<file path="src/rtl/axi_rd_arbiter_if.sv">
// axi_rd_arbiter_if
// Purpose: bundles the AXI read-address (AR) and read-data (R) channel
// signals that the read arbiter drives toward the AXI slave.
// Signals:
//   arid, araddr, arsize, arvalid   AR beat driven by the arbiter
//   arready                         AR acceptance from the slave
//   rid, rdata, rvalid              R beat driven by the slave
//   rready                          R acceptance from the arbiter
// Modports:
//   master  the arbiter side
//   slave   the AXI slave / interconnect side
interface axi_rd_arbiter_if;
  logic [3:0]  arid;
  logic [31:0] araddr;
  logic [2:0]  arsize;
  logic        arvalid;
  logic        arready;
  logic [3:0]  rid;
  logic [31:0] rdata;
  logic        rvalid;
  logic        rready;

  modport master (
    output arid, araddr, arsize, arvalid, rready,
    input  arready, rid, rdata, rvalid
  );

  modport slave (
    input  arid, araddr, arsize, arvalid, rready,
    output arready, rid, rdata, rvalid
  );
endinterface

</file>
<file path="src/rtl/axi_rd_arbiter.sv">
// axi_rd_arbiter
// Purpose: shares one AXI read channel pair between the core's SRAM-like
// instruction and data read ports. One AR beat is registered at a time,
// outstanding reads are counted per requester, R beats are routed back by
// rid, and data reads that hit the word of an in-flight write are held off.
// Ports:
//   clk, reset            clock, synchronous active-high reset
//   inst_req/addr/size    instruction read request (size 0=byte 1=half 2=word)
//   inst_addr_ok          instruction request accepted this cycle
//   inst_data_ok/rdata    instruction read data valid this cycle / the data
//   data_*                data read port, same shape as inst_*
//   wr_pending, wr_addr   a write accepted but not yet B-responded, and its address
//   axi                   AXI AR/R channels (master modport)
//   protocol_err          sticky flag: an R beat matched no outstanding read
module axi_rd_arbiter #(
  parameter int MAX_OUTSTANDING = 2,
  parameter int STARVE_LIMIT    = 4
) (
  input  logic             clk,
  input  logic             reset,
  input  logic             inst_req,
  input  logic [31:0]      inst_addr,
  input  logic [1:0]       inst_size,
  output logic             inst_addr_ok,
  output logic             inst_data_ok,
  output logic [31:0]      inst_rdata,
  input  logic             data_req,
  input  logic [31:0]      data_addr,
  input  logic [1:0]       data_size,
  output logic             data_addr_ok,
  output logic             data_data_ok,
  output logic [31:0]      data_rdata,
  input  logic             wr_pending,
  input  logic [31:0]      wr_addr,
  axi_rd_arbiter_if.master axi,
  output logic             protocol_err
);

  localparam int SW = (STARVE_LIMIT < 1) ? 1 : $clog2(STARVE_LIMIT + 1);
  localparam logic [2:0]    CNT_MAX    = 3'(MAX_OUTSTANDING);
  localparam logic [SW-1:0] STARVE_MAX = SW'(STARVE_LIMIT);

  // Registered AR slot
  logic        slot_valid_q, slot_valid_d;
  logic        slot_id_q, slot_id_d;
  logic [31:0] slot_addr_q, slot_addr_d;
  logic [1:0]  slot_size_q, slot_size_d;

  // Per-requester outstanding read counters and starvation tracking
  logic [2:0]    inst_cnt_q, inst_cnt_d;
  logic [2:0]    data_cnt_q, data_cnt_d;
  logic [SW-1:0] starve_cnt_q, starve_cnt_d;

  logic        protocol_err_q, protocol_err_d;
  logic [31:0] inst_rdata_q, inst_rdata_d;
  logic [31:0] data_rdata_q, data_rdata_d;

  logic slot_free;
  logic inst_elig, data_elig, wr_hazard, force_inst;
  logic grant_inst, grant_data;
  logic r_fire, inst_ret, data_ret;

  // Only the word address matters for the write hazard.
  logic wr_addr_lo_unused;
  assign wr_addr_lo_unused = ^wr_addr[1:0];

  // The slot can take a new beat when empty or when its beat leaves this
  // cycle, which allows back-to-back AR issue.
  assign slot_free  = ~slot_valid_q | axi.arready;
  assign inst_elig  = inst_req & (inst_cnt_q < CNT_MAX);
  assign wr_hazard  = wr_pending & (data_addr[31:2] == wr_addr[31:2]);
  assign data_elig  = data_req & (data_cnt_q < CNT_MAX) & ~wr_hazard;
  assign force_inst = (starve_cnt_q == STARVE_MAX) & inst_elig;

  // Data normally wins; inst wins once data has been favoured too often.
  // Grants are suppressed while reset is held.
  assign grant_inst = ~reset & slot_free & inst_elig & (~data_elig | force_inst);
  assign grant_data = ~reset & slot_free & data_elig & ~force_inst;

  // rready follows reset directly so no beat is consumed during reset.
  assign axi.rready = ~reset;
  assign r_fire     = axi.rvalid & axi.rready;
  assign inst_ret   = r_fire & (axi.rid == 4'd0) & (inst_cnt_q != 3'd0);
  assign data_ret   = r_fire & (axi.rid == 4'd1) & (data_cnt_q != 3'd0);

  // Next-state logic for the slot, counters, starvation count, error flag
  // and held read data.
  always_comb begin
    slot_valid_d   = slot_valid_q;
    slot_id_d      = slot_id_q;
    slot_addr_d    = slot_addr_q;
    slot_size_d    = slot_size_q;
    inst_cnt_d     = inst_cnt_q;
    data_cnt_d     = data_cnt_q;
    starve_cnt_d   = starve_cnt_q;
    protocol_err_d = protocol_err_q;
    inst_rdata_d   = inst_rdata_q;
    data_rdata_d   = data_rdata_q;

    // Fields are only rewritten on a grant, so they stay stable while the
    // slave stalls the beat.
    if (grant_inst | grant_data) begin
      slot_valid_d = 1'b1;
      slot_id_d    = grant_data;
      slot_addr_d  = grant_data ? data_addr : inst_addr;
      slot_size_d  = grant_data ? data_size : inst_size;
    end else if (axi.arready) begin
      slot_valid_d = 1'b0;
    end

    inst_cnt_d = inst_cnt_q + {2'b00, grant_inst} - {2'b00, inst_ret};
    data_cnt_d = data_cnt_q + {2'b00, grant_data} - {2'b00, data_ret};

    if (~inst_req | grant_inst) begin
      starve_cnt_d = '0;
    end else if (grant_data & (starve_cnt_q != STARVE_MAX)) begin
      starve_cnt_d = starve_cnt_q + SW'(1);
    end

    if (r_fire & ~inst_ret & ~data_ret) begin
      protocol_err_d = 1'b1;
    end

    if (inst_ret) begin
      inst_rdata_d = axi.rdata;
    end
    if (data_ret) begin
      data_rdata_d = axi.rdata;
    end
  end

  // State registers with synchronous reset.
  always_ff @(posedge clk) begin
    if (reset) begin
      slot_valid_q   <= 1'b0;
      slot_id_q      <= 1'b0;
      slot_addr_q    <= '0;
      slot_size_q    <= '0;
      inst_cnt_q     <= '0;
      data_cnt_q     <= '0;
      starve_cnt_q   <= '0;
      protocol_err_q <= 1'b0;
      inst_rdata_q   <= '0;
      data_rdata_q   <= '0;
    end else begin
      slot_valid_q   <= slot_valid_d;
      slot_id_q      <= slot_id_d;
      slot_addr_q    <= slot_addr_d;
      slot_size_q    <= slot_size_d;
      inst_cnt_q     <= inst_cnt_d;
      data_cnt_q     <= data_cnt_d;
      starve_cnt_q   <= starve_cnt_d;
      protocol_err_q <= protocol_err_d;
      inst_rdata_q   <= inst_rdata_d;
      data_rdata_q   <= data_rdata_d;
    end
  end

  assign inst_addr_ok = grant_inst;
  assign data_addr_ok = grant_data;
  assign inst_data_ok = inst_ret;
  assign data_data_ok = data_ret;
  // Routed data is visible in the beat's own cycle and held afterwards.
  assign inst_rdata   = inst_rdata_d;
  assign data_rdata   = data_rdata_d;

  assign axi.arvalid  = slot_valid_q;
  assign axi.arid     = {3'b000, slot_id_q};
  assign axi.araddr   = slot_addr_q;
  assign axi.arsize   = {1'b0, slot_size_q};
  assign protocol_err = protocol_err_q;

endmodule

</file>
<file path="src/flat_wrapper.sv">
// flat-port wrapper written by rule: the top's interface ports become plain ports
module axi_rd_arbiter_flat 
#(
  parameter int MAX_OUTSTANDING = 2,
  parameter int STARVE_LIMIT    = 4
)
  (clk, reset, inst_req, inst_addr, inst_size, inst_addr_ok, inst_data_ok, inst_rdata, data_req, data_addr, data_size, data_addr_ok, data_data_ok, data_rdata, wr_pending, wr_addr, protocol_err, axi_arid, axi_araddr, axi_arsize, axi_arvalid, axi_rready, axi_arready, axi_rid, axi_rdata, axi_rvalid);
  axi_rd_arbiter_if axi_i ();
  input  logic clk;
  input  logic reset;
  input  logic inst_req;
  input  logic [31:0] inst_addr;
  input  logic [1:0] inst_size;
  output logic inst_addr_ok;
  output logic inst_data_ok;
  output logic [31:0] inst_rdata;
  input  logic data_req;
  input  logic [31:0] data_addr;
  input  logic [1:0] data_size;
  output logic data_addr_ok;
  output logic data_data_ok;
  output logic [31:0] data_rdata;
  input  logic wr_pending;
  input  logic [31:0] wr_addr;
  output logic protocol_err;
  output wire logic [$bits(axi_i.arid)-1:0] axi_arid;
  output wire logic [$bits(axi_i.araddr)-1:0] axi_araddr;
  output wire logic [$bits(axi_i.arsize)-1:0] axi_arsize;
  output wire logic [$bits(axi_i.arvalid)-1:0] axi_arvalid;
  output wire logic [$bits(axi_i.rready)-1:0] axi_rready;
  input wire logic [$bits(axi_i.arready)-1:0] axi_arready;
  input wire logic [$bits(axi_i.rid)-1:0] axi_rid;
  input wire logic [$bits(axi_i.rdata)-1:0] axi_rdata;
  input wire logic [$bits(axi_i.rvalid)-1:0] axi_rvalid;
  assign axi_arid = axi_i.arid;
  assign axi_araddr = axi_i.araddr;
  assign axi_arsize = axi_i.arsize;
  assign axi_arvalid = axi_i.arvalid;
  assign axi_rready = axi_i.rready;
  assign axi_i.arready = axi_arready;
  assign axi_i.rid = axi_rid;
  assign axi_i.rdata = axi_rdata;
  assign axi_i.rvalid = axi_rvalid;
  axi_rd_arbiter #(.MAX_OUTSTANDING(MAX_OUTSTANDING), .STARVE_LIMIT(STARVE_LIMIT)) u_core (.clk(clk), .reset(reset), .inst_req(inst_req), .inst_addr(inst_addr), .inst_size(inst_size), .inst_addr_ok(inst_addr_ok), .inst_data_ok(inst_data_ok), .inst_rdata(inst_rdata), .data_req(data_req), .data_addr(data_addr), .data_size(data_size), .data_addr_ok(data_addr_ok), .data_data_ok(data_data_ok), .data_rdata(data_rdata), .wr_pending(wr_pending), .wr_addr(wr_addr), .axi(axi_i), .protocol_err(protocol_err));
endmodule
</file>
<file path="config.mk">
export PLATFORM = sky130hd
export DESIGN_NAME = axi_rd_arbiter_flat
export DESIGN_NICKNAME = d
export VERILOG_FILES = /design/src/rtl/axi_rd_arbiter_if.sv /design/src/rtl/axi_rd_arbiter.sv /design/src/flat_wrapper.sv
export SDC_FILE = /design/constraint.sdc
export NUM_CORES = 1
export LEC_CHECK = 0
export CAP_MARGIN = 15
export CORE_MARGIN = 3
export CORE_UTILIZATION = 38
export CTS_BUF_LIST = sky130_fd_sc_hd__clkbuf_4
export DETAILED_ROUTE_END_ITERATION = 8
export PLACE_DENSITY = 0.78
export SLEW_MARGIN = 20
export SYNTH_ARGS = -nofsm -noshare
export SYNTH_HDL_FRONTEND = slang
export SYNTH_SLANG_ARGS = --single-unit
</file>
<file path="constraint.sdc">
create_clock -name clk -period 3.32 [get_ports clk]
set_input_delay 0.996 -clock clk [delete_from_list [all_inputs] [get_ports clk]]
set_output_delay 0.996 -clock clk [all_outputs]
set_load 0.02 [all_outputs]
</file>
# Word level (Yosys, flattened, before mapping)
# Index checks and enable logic that the tools add are counted.
[word_totals]
regBits = 110
output_inout_bits = 110
elab_cells = 62
[classes]
n_lt_le_gt_ge = 2
eq_ne = 4
addsub = 5
n_mux = 6
n_reduce_logical = 5
bitwise_logic = 30
[ops]
columns = ["cell", "n"]
rows = [
  ["32-bit 2-to-1 mux", 3],
  ["30-bit equality test", 1],
  ["1-bit AND", 18],
  ["1-bit NOT", 8],
  ["3-bit by 1-bit adder with 3-bit output", 2],
  ["3-bit by 2-bit less-than comparator with 1-bit output (second input constant)", 2],
  ["3-bit nonzero test", 2],
  ["3-bit by 1-bit subtractor with 3-bit output", 2],
  ["4-bit by 1-bit equality test with 1-bit output (second input constant)", 1],
  ["4-bit logical NOT", 1],
  ["1-bit OR", 4],
  ["3-bit by 1-bit adder with 3-bit output (second input constant)", 1],
  ["3-bit equality test (second input constant)", 1],
  ["3-bit != test (second input constant)", 1],
  ["1-bit 2-to-1 mux", 2],
  ["2-bit 2-to-1 mux", 1],
  ["2-bit nonzero test", 1],
  ["2-bit OR reduction", 1],
]

# Logic depth before layout (Yosys ltp)
[logic_depth]
depth_word = 9
mapped_depth = 15
depth_no_buf = 13

# Worst setup path before layout
# Ideal clock, no wire load.
[synth_timing]
kind = "in2out"
from = "in reset"
to = "out inst_rdata[23]"
slack_ns = -0.153
stages = 6
arrival_time_ns = 2.477
path_buffers = 2
path_cell_list = "buf_2 > nor4_1 > and2_1 > nor3b_4 > buf_6 > mux2_2"
[synth_between]
elab_chain_len = 5
[synth_lines]
columns = ["element", "line", "rtl"]
rows = [
  ["start: declaration", "flat_wrapper.sv:10", "input logic reset;"],
  ["1-bit NOT", "axi_rd_arbiter.sv:81", "assign axi.rready = ~reset;"],
  ["1-bit AND", "axi_rd_arbiter.sv:82", "assign r_fire = axi.rvalid & axi.rready;"],
  ["1-bit AND (2 in series)", "axi_rd_arbiter.sv:83", "assign inst_ret = r_fire & (axi.rid == 4'd0) & (inst_cnt_q != 3'd0);"],
  ["net inst_data_ok", "flat_wrapper.sv:15", "output logic inst_data_ok;"],
  ["32-bit 2-to-1 mux", "axi_rd_arbiter.sv:124", "if (inst_ret) begin"],
  ["end: declaration", "flat_wrapper.sv:16", "output logic [31:0] inst_rdata;"],
]
# The timed path passes the listed nets, and every way through them passes these cells.

# Final worst setup path
[layout_timing]
from = "in axi_rid[1]"
to = "out inst_rdata[7]"
[layout_between]
elab_chain_len = 4
[layout_lines]
columns = ["element", "line", "rtl"]
rows = [
  ["start: declaration", "flat_wrapper.sv:32", "input wire logic [$bits(axi_i.rid)-1:0] axi_rid;"],
  ["4-bit logical NOT", "axi_rd_arbiter.sv:83", ""],
  ["1-bit AND (2 in series)", "axi_rd_arbiter.sv:83", ""],
  ["32-bit 2-to-1 mux", "axi_rd_arbiter.sv:124", ""],
]
# Every way passes these cells.

==> run_summary.xml <==
<?xml version="1.0" encoding="UTF-8"?>
<metrics>
  <group name="outcome">
    <metric name="outcome" unit="">finished with violations</metric>
    <metric name="violated_checks" unit="">negative setup slack</metric>
  </group>
  <group name="cts">
    <metric name="clk_buf_depth" unit="">2</metric>
    <metric name="clock_sinks" unit="">110</metric>
    <metric name="clkSlewWorstSetupHoldPaths" unit="ps">160</metric>
    <metric name="root_buffer" unit="">sky130_fd_sc_hd__clkbuf_4</metric>
    <metric name="cts_made_buffers" unit="">9</metric>
    <metric name="cts_hold_buf" unit="">0</metric>
    <metric name="cts.htree.levels" unit="">3</metric>
    <metric name="tritoncts_clock_tree" unit="">built</metric>
    <metric name="clock_latency" unit="ps">470</metric>
  </group>
  <group name="sta">
    <metric name="share_of_the_clock_period_used_by_the_worst_path_after_layout" unit="%">108</metric>
    <metric name="min_setup_slack_post_route" unit="ps">-273</metric>
    <metric name="max_clock_freq" unit="MHz">278</metric>
    <metric name="final.setup_skew" unit="ps">13.9</metric>
    <metric name="shortest_clock_period_the_worst_path_allows_after_layout" unit="ps">3590</metric>
    <metric name="timing.final.max_slew_violations" unit="">0</metric>
    <metric name="timing.final.setup_violations" unit="">66</metric>
    <metric name="number_of_hold_violations_in_the_final_report" unit="">0</metric>
    <metric name="maxSlewHeadroom" unit="%">65.1</metric>
    <metric name="rsz_0062_raised_after_global_routing" unit="">yes</metric>
    <metric name="tightestPinTransition" unit="ps">524</metric>
  </group>
  <group name="yosys">
    <metric name="post_synth_inst_count" unit="">534</metric>
    <metric name="yosys_warnings" unit="">0</metric>
    <metric name="ys.flop_type" unit="">sky130_fd_sc_hd__dfxtp_1</metric>
    <metric name="avgSynthCellArea" unit="um^2">10.1</metric>
    <metric name="ys_seq_area_share" unit="%">41.0</metric>
    <metric name="synth.distinct_cells" unit="">36</metric>
    <metric name="post_synth_edffs" unit="">0</metric>
    <metric name="synth.ff_latch_count" unit="">110</metric>
    <metric name="postSynth.asyncResetShare" unit="%">0</metric>
    <metric name="synth_area" unit="um^2">5370</metric>
  </group>
  <group name="route">
    <metric name="route.final.wire_length" unit="um">19300</metric>
    <metric name="met1Wirelength" unit="um">8070</metric>
    <metric name="routed-wl-met3" unit="um">793</metric>
    <metric name="maxUsedRoutingLayer" unit="">met5</metric>
    <metric name="vias_per_cell" unit="">5.10</metric>
    <metric name="vias_post_dr" unit="">5090</metric>
    <metric name="detail-route-antenna-nets" unit="">0</metric>
    <metric name="wl_met2" unit="um">9850</metric>
    <metric name="remaining_drc_errors" unit="">0</metric>
    <metric name="routed_wire_length_per_instance" unit="um">19.3</metric>
    <metric name="drtIter0Drc" unit="">209</metric>
    <metric name="detail_route.first_pass.iterations" unit="">4</metric>
  </group>
  <group name="grt">
    <metric name="grt-ovfl-total" unit="">0</metric>
    <metric name="grt_pass1_vias" unit="">5431</metric>
    <metric name="initial_antenna_violation_count" unit="">3</metric>
    <metric name="first_pass_grt_wire_length" unit="um">30300</metric>
    <metric name="grt.total_usage" unit="%">24.2</metric>
    <metric name="grt_max_degree" unit="">67</metric>
  </group>
  <group name="setup_path">
    <metric name="cp-end-kind" unit="">primary output</metric>
    <metric name="crit_slowest_cell" unit="">sky130_fd_sc_hd__mux2_4</metric>
    <metric name="critical_path.max_fanout" unit="">6</metric>
    <metric name="cp_top_family" unit="">simple AND/OR/NAND/NOR gates</metric>
    <metric name="worst-setup-path-type" unit="">in2out</metric>
    <metric name="worstPathArrival" unit="ps">2600</metric>
    <metric name="crit_top_cell" unit="">sky130_fd_sc_hd__buf_6</metric>
    <metric name="crit_required" unit="ps">2320</metric>
    <metric name="crit_chain" unit="">buf_6 &gt; nor4_2 &gt; and2_4 &gt; nor3b_4 &gt; buf_6 &gt; buf_12 &gt; buf_12 &gt; mux2_4 &gt; buf_6</metric>
    <metric name="critPathLaunch" unit="">axi_rid[1]</metric>
    <metric name="timing.critical_path.buf_inv" unit="">5</metric>
    <metric name="rr_startpoint" unit="">u_core.starve_cnt_q[0]</metric>
    <metric name="critical_path.startpoint_type" unit="">input port</metric>
    <metric name="critPathMaxStageDelay" unit="ps">320</metric>
  </group>
  <group name="final_layout">
    <metric name="layout.nets" unit="">968</metric>
    <metric name="postLayoutCoreUtil" unit="%">67.1</metric>
    <metric name="stdcell_area" unit="um^2">9060</metric>
    <metric name="nFillCells" unit="">1060</metric>
    <metric name="syn_to_final_growth" unit="%">68.8</metric>
    <metric name="multi_input_comb_area" unit="um^2">3130</metric>
    <metric name="regArea" unit="um^2">2200</metric>
    <metric name="final_layout_size_suffix_gt1_share" unit="%">34.8</metric>
  </group>
  <group name="pwr">
    <metric name="power_density" unit="nW/um^2">319</metric>
    <metric name="vdd_ir_drop_max" unit="V">0.000303</metric>
    <metric name="leakagePower" unit="nW">3.82</metric>
    <metric name="design_power_total" unit="W">0.00289</metric>
  </group>
  <group name="hold_path">
    <metric name="worstHoldStart" unit="">u_core.slot_id_q</metric>
    <metric name="class_of_the_worst_hold_path" unit="">reg2reg</metric>
  </group>
  <group name="die">
    <metric name="dieArea" unit="um^2">15600</metric>
    <metric name="die-width" unit="um">125</metric>
    <metric name="die_h" unit="um">125</metric>
    <metric name="total_i_o_pin_count" unit="">253</metric>
    <metric name="floorplan.initialDensity" unit="%">39.7</metric>
    <metric name="num_rows" unit="">42</metric>
    <metric name="core_region_area" unit="um^2">13500</metric>
  </group>
  <group name="place">
    <metric name="port-buffer-count" unit="">246</metric>
    <metric name="hpwl_reported_at_the_end_of_detailed_placement" unit="um">13200</metric>
    <metric name="dpl_cell_area" unit="um^2">8240</metric>
    <metric name="gpl.final_weighted_congestion" unit="">0.912</metric>
  </group>
  <group name="run">
    <metric name="max_cap_viol_count" unit="">0</metric>
  </group>
</metrics>
area by class of cell:
class / instances / area share (%)
antenna: 2 / 0.0552
clock buffer: 10 / 0.829
clock inverter: 6 / 0.925
inverter: 48 / 1.99
multi-input combinational: 332 / 34.6
sequential: 110 / 24.3
tap: 176 / 2.43
timing repair buffer: 314 / 34.9
registers in the layout (all words and copies together), names as in the netlist, 2 cells and up:
register / count
u_core.axi.araddr: 32
u_core.inst_rdata_q: 32
u_core.data_cnt_q: 3
u_core.starve_cnt_q: 3
u_core.inst_cnt_q: 3
u_core.slot_size_q: 2
u_core.data_rdata_q: 32
cells by family after synthesis:
logic type / after synthesis / share of synthesized area, %
AND/OR/NAND/NOR: 143 / 15.4
flip-flops: 110 / 41.0
buffers and inverters: 95 / 8.44
AO/OA/AOI/OAI: 81 / 14.2
multiplexers: 64 / 13.4
XOR/XNOR: 30 / 4.90
adder cells (fa/ha/maj): 10 / 2.61
other: 1 / 0.0699
routing by layer:
layer | vias to the layer above | track usage (%)
met1 | 2490 | 29.4
met2 | 135 | 42.1
met4 | 2 | 9.18
met5 | - | 0
met3 | 41 | 4.76
li1 | 2422 | -
cells in the final DEF (no fill, tap or decap), types with 11 or more instances in the layout:
cell                              netlist  final
sky130_fd_sc_hd__a2111oi_0             16     16
sky130_fd_sc_hd__a2111oi_2             19     19
sky130_fd_sc_hd__a211oi_1              36     36
sky130_fd_sc_hd__and2_1                67     66
sky130_fd_sc_hd__buf_2                 14     13
sky130_fd_sc_hd__buf_4                  9     52
sky130_fd_sc_hd__buf_6                  6     70
sky130_fd_sc_hd__clkdlybuf4s15_1        0     11
sky130_fd_sc_hd__clkdlybuf4s50_1        0    112
sky130_fd_sc_hd__dfxtp_1              110    110
sky130_fd_sc_hd__dlygate4sd2_1          0     29
sky130_fd_sc_hd__inv_1                 48     47
sky130_fd_sc_hd__mux2_4                 0     61
sky130_fd_sc_hd__nor3_1                35     35
sky130_fd_sc_hd__xnor2_1               28     16
sky130_fd_sc_hd__xnor2_2                0     12
worst reg2reg max path: stages, from the launching register on:
cell                      delay, ps
sky130_fd_sc_hd__dfxtp_1        400
sky130_fd_sc_hd__inv_1           60
sky130_fd_sc_hd__ha_1           230
sky130_fd_sc_hd__a41oi_1        250
sky130_fd_sc_hd__and2_1         220
sky130_fd_sc_hd__nand2_4         70
sky130_fd_sc_hd__buf_4          140
sky130_fd_sc_hd__ha_1           280
sky130_fd_sc_hd__inv_1           60
sky130_fd_sc_hd__ha_1           130
sky130_fd_sc_hd__inv_1           50
sky130_fd_sc_hd__fa_1           380
sky130_fd_sc_hd__xnor2_1        180
sky130_fd_sc_hd__nor2_1          50
final timing paths:
check,to,slack [ps],cells past startpoint
max,inst_rdata[7],-270,9
min,u_core.slot_id_q,470,2
max reg2reg,u_core.data_cnt_q[2],760,13
min reg2reg,u_core.slot_id_q,470,2
timing repair:
item                       CTS  global route
gates resized for setup    601            36
pin swaps                   39            13
setup buffers               16             0
hold endpoints to repair     0             0
setup endpoints to repair   73            70
gates cloned                 9             1
power breakdown:
part / switching, W / leakage [nW] / internal [W]
combinational: 0.000344 / 2.84 / 0.000381
clock: 0.000439 / 0.0821 / 0.000312
sequential: 0.0000331 / 0.896 / 0.00138
synthesized netlist by cell type (2+ instances only):
cell type | number | area [um^2]
sky130_fd_sc_hd__dfxtp_1 | 110 | 2200
sky130_fd_sc_hd__buf_4 | 9 | 67.6
sky130_fd_sc_hd__nor2_1 | 6 | 22.5
sky130_fd_sc_hd__nor4_1 | 3 | 18.8
sky130_fd_sc_hd__a31oi_1 | 2 | 12.5
sky130_fd_sc_hd__nand3_1 | 5 | 25.0
sky130_fd_sc_hd__nand2_1 | 8 | 30.0
sky130_fd_sc_hd__and2_1 | 67 | 419
sky130_fd_sc_hd__xnor2_1 | 28 | 245
sky130_fd_sc_hd__a2111oi_2 | 19 | 285
sky130_fd_sc_hd__nor2b_1 | 4 | 25.0
sky130_fd_sc_hd__ha_1 | 8 | 100
sky130_fd_sc_hd__and3_1 | 2 | 12.5
sky130_fd_sc_hd__nor3_1 | 35 | 175
sky130_fd_sc_hd__a211oi_1 | 36 | 270
sky130_fd_sc_hd__clkbuf_1 | 16 | 60.1
sky130_fd_sc_hd__buf_1 | 2 | 7.51
sky130_fd_sc_hd__mux2_2 | 56 | 631
sky130_fd_sc_hd__nand2b_1 | 4 | 25.0
sky130_fd_sc_hd__o21ai_0 | 3 | 15.0
sky130_fd_sc_hd__inv_1 | 48 | 180
sky130_fd_sc_hd__a21oi_1 | 2 | 10.0
sky130_fd_sc_hd__a2111oi_0 | 16 | 140
sky130_fd_sc_hd__buf_2 | 14 | 70.1
sky130_fd_sc_hd__fa_1 | 2 | 40.0
sky130_fd_sc_hd__buf_6 | 6 | 67.6
sky130_fd_sc_hd__nand4_1 | 6 | 37.5
sky130_fd_sc_hd__xor2_1 | 2 | 17.5
sky130_fd_sc_hd__mux2_1 | 8 | 90.1
stage by stage:
stage | TNS (ps) | setup slack (ps) | hold WS (ps) | std cells
floorplan | 0 | 1.48 | 436 | 537
finish | -15060 | -273 | 472 | 998
global placement | -73240 | -972 | 455 | 960
global route | -20110 | -352 | 498 | 998
detailed placement | -74050 | -1000 | 457 | 960
CTS | -15680 | -317 | 476 | 1001
Power figures use the tool's default switching activity.
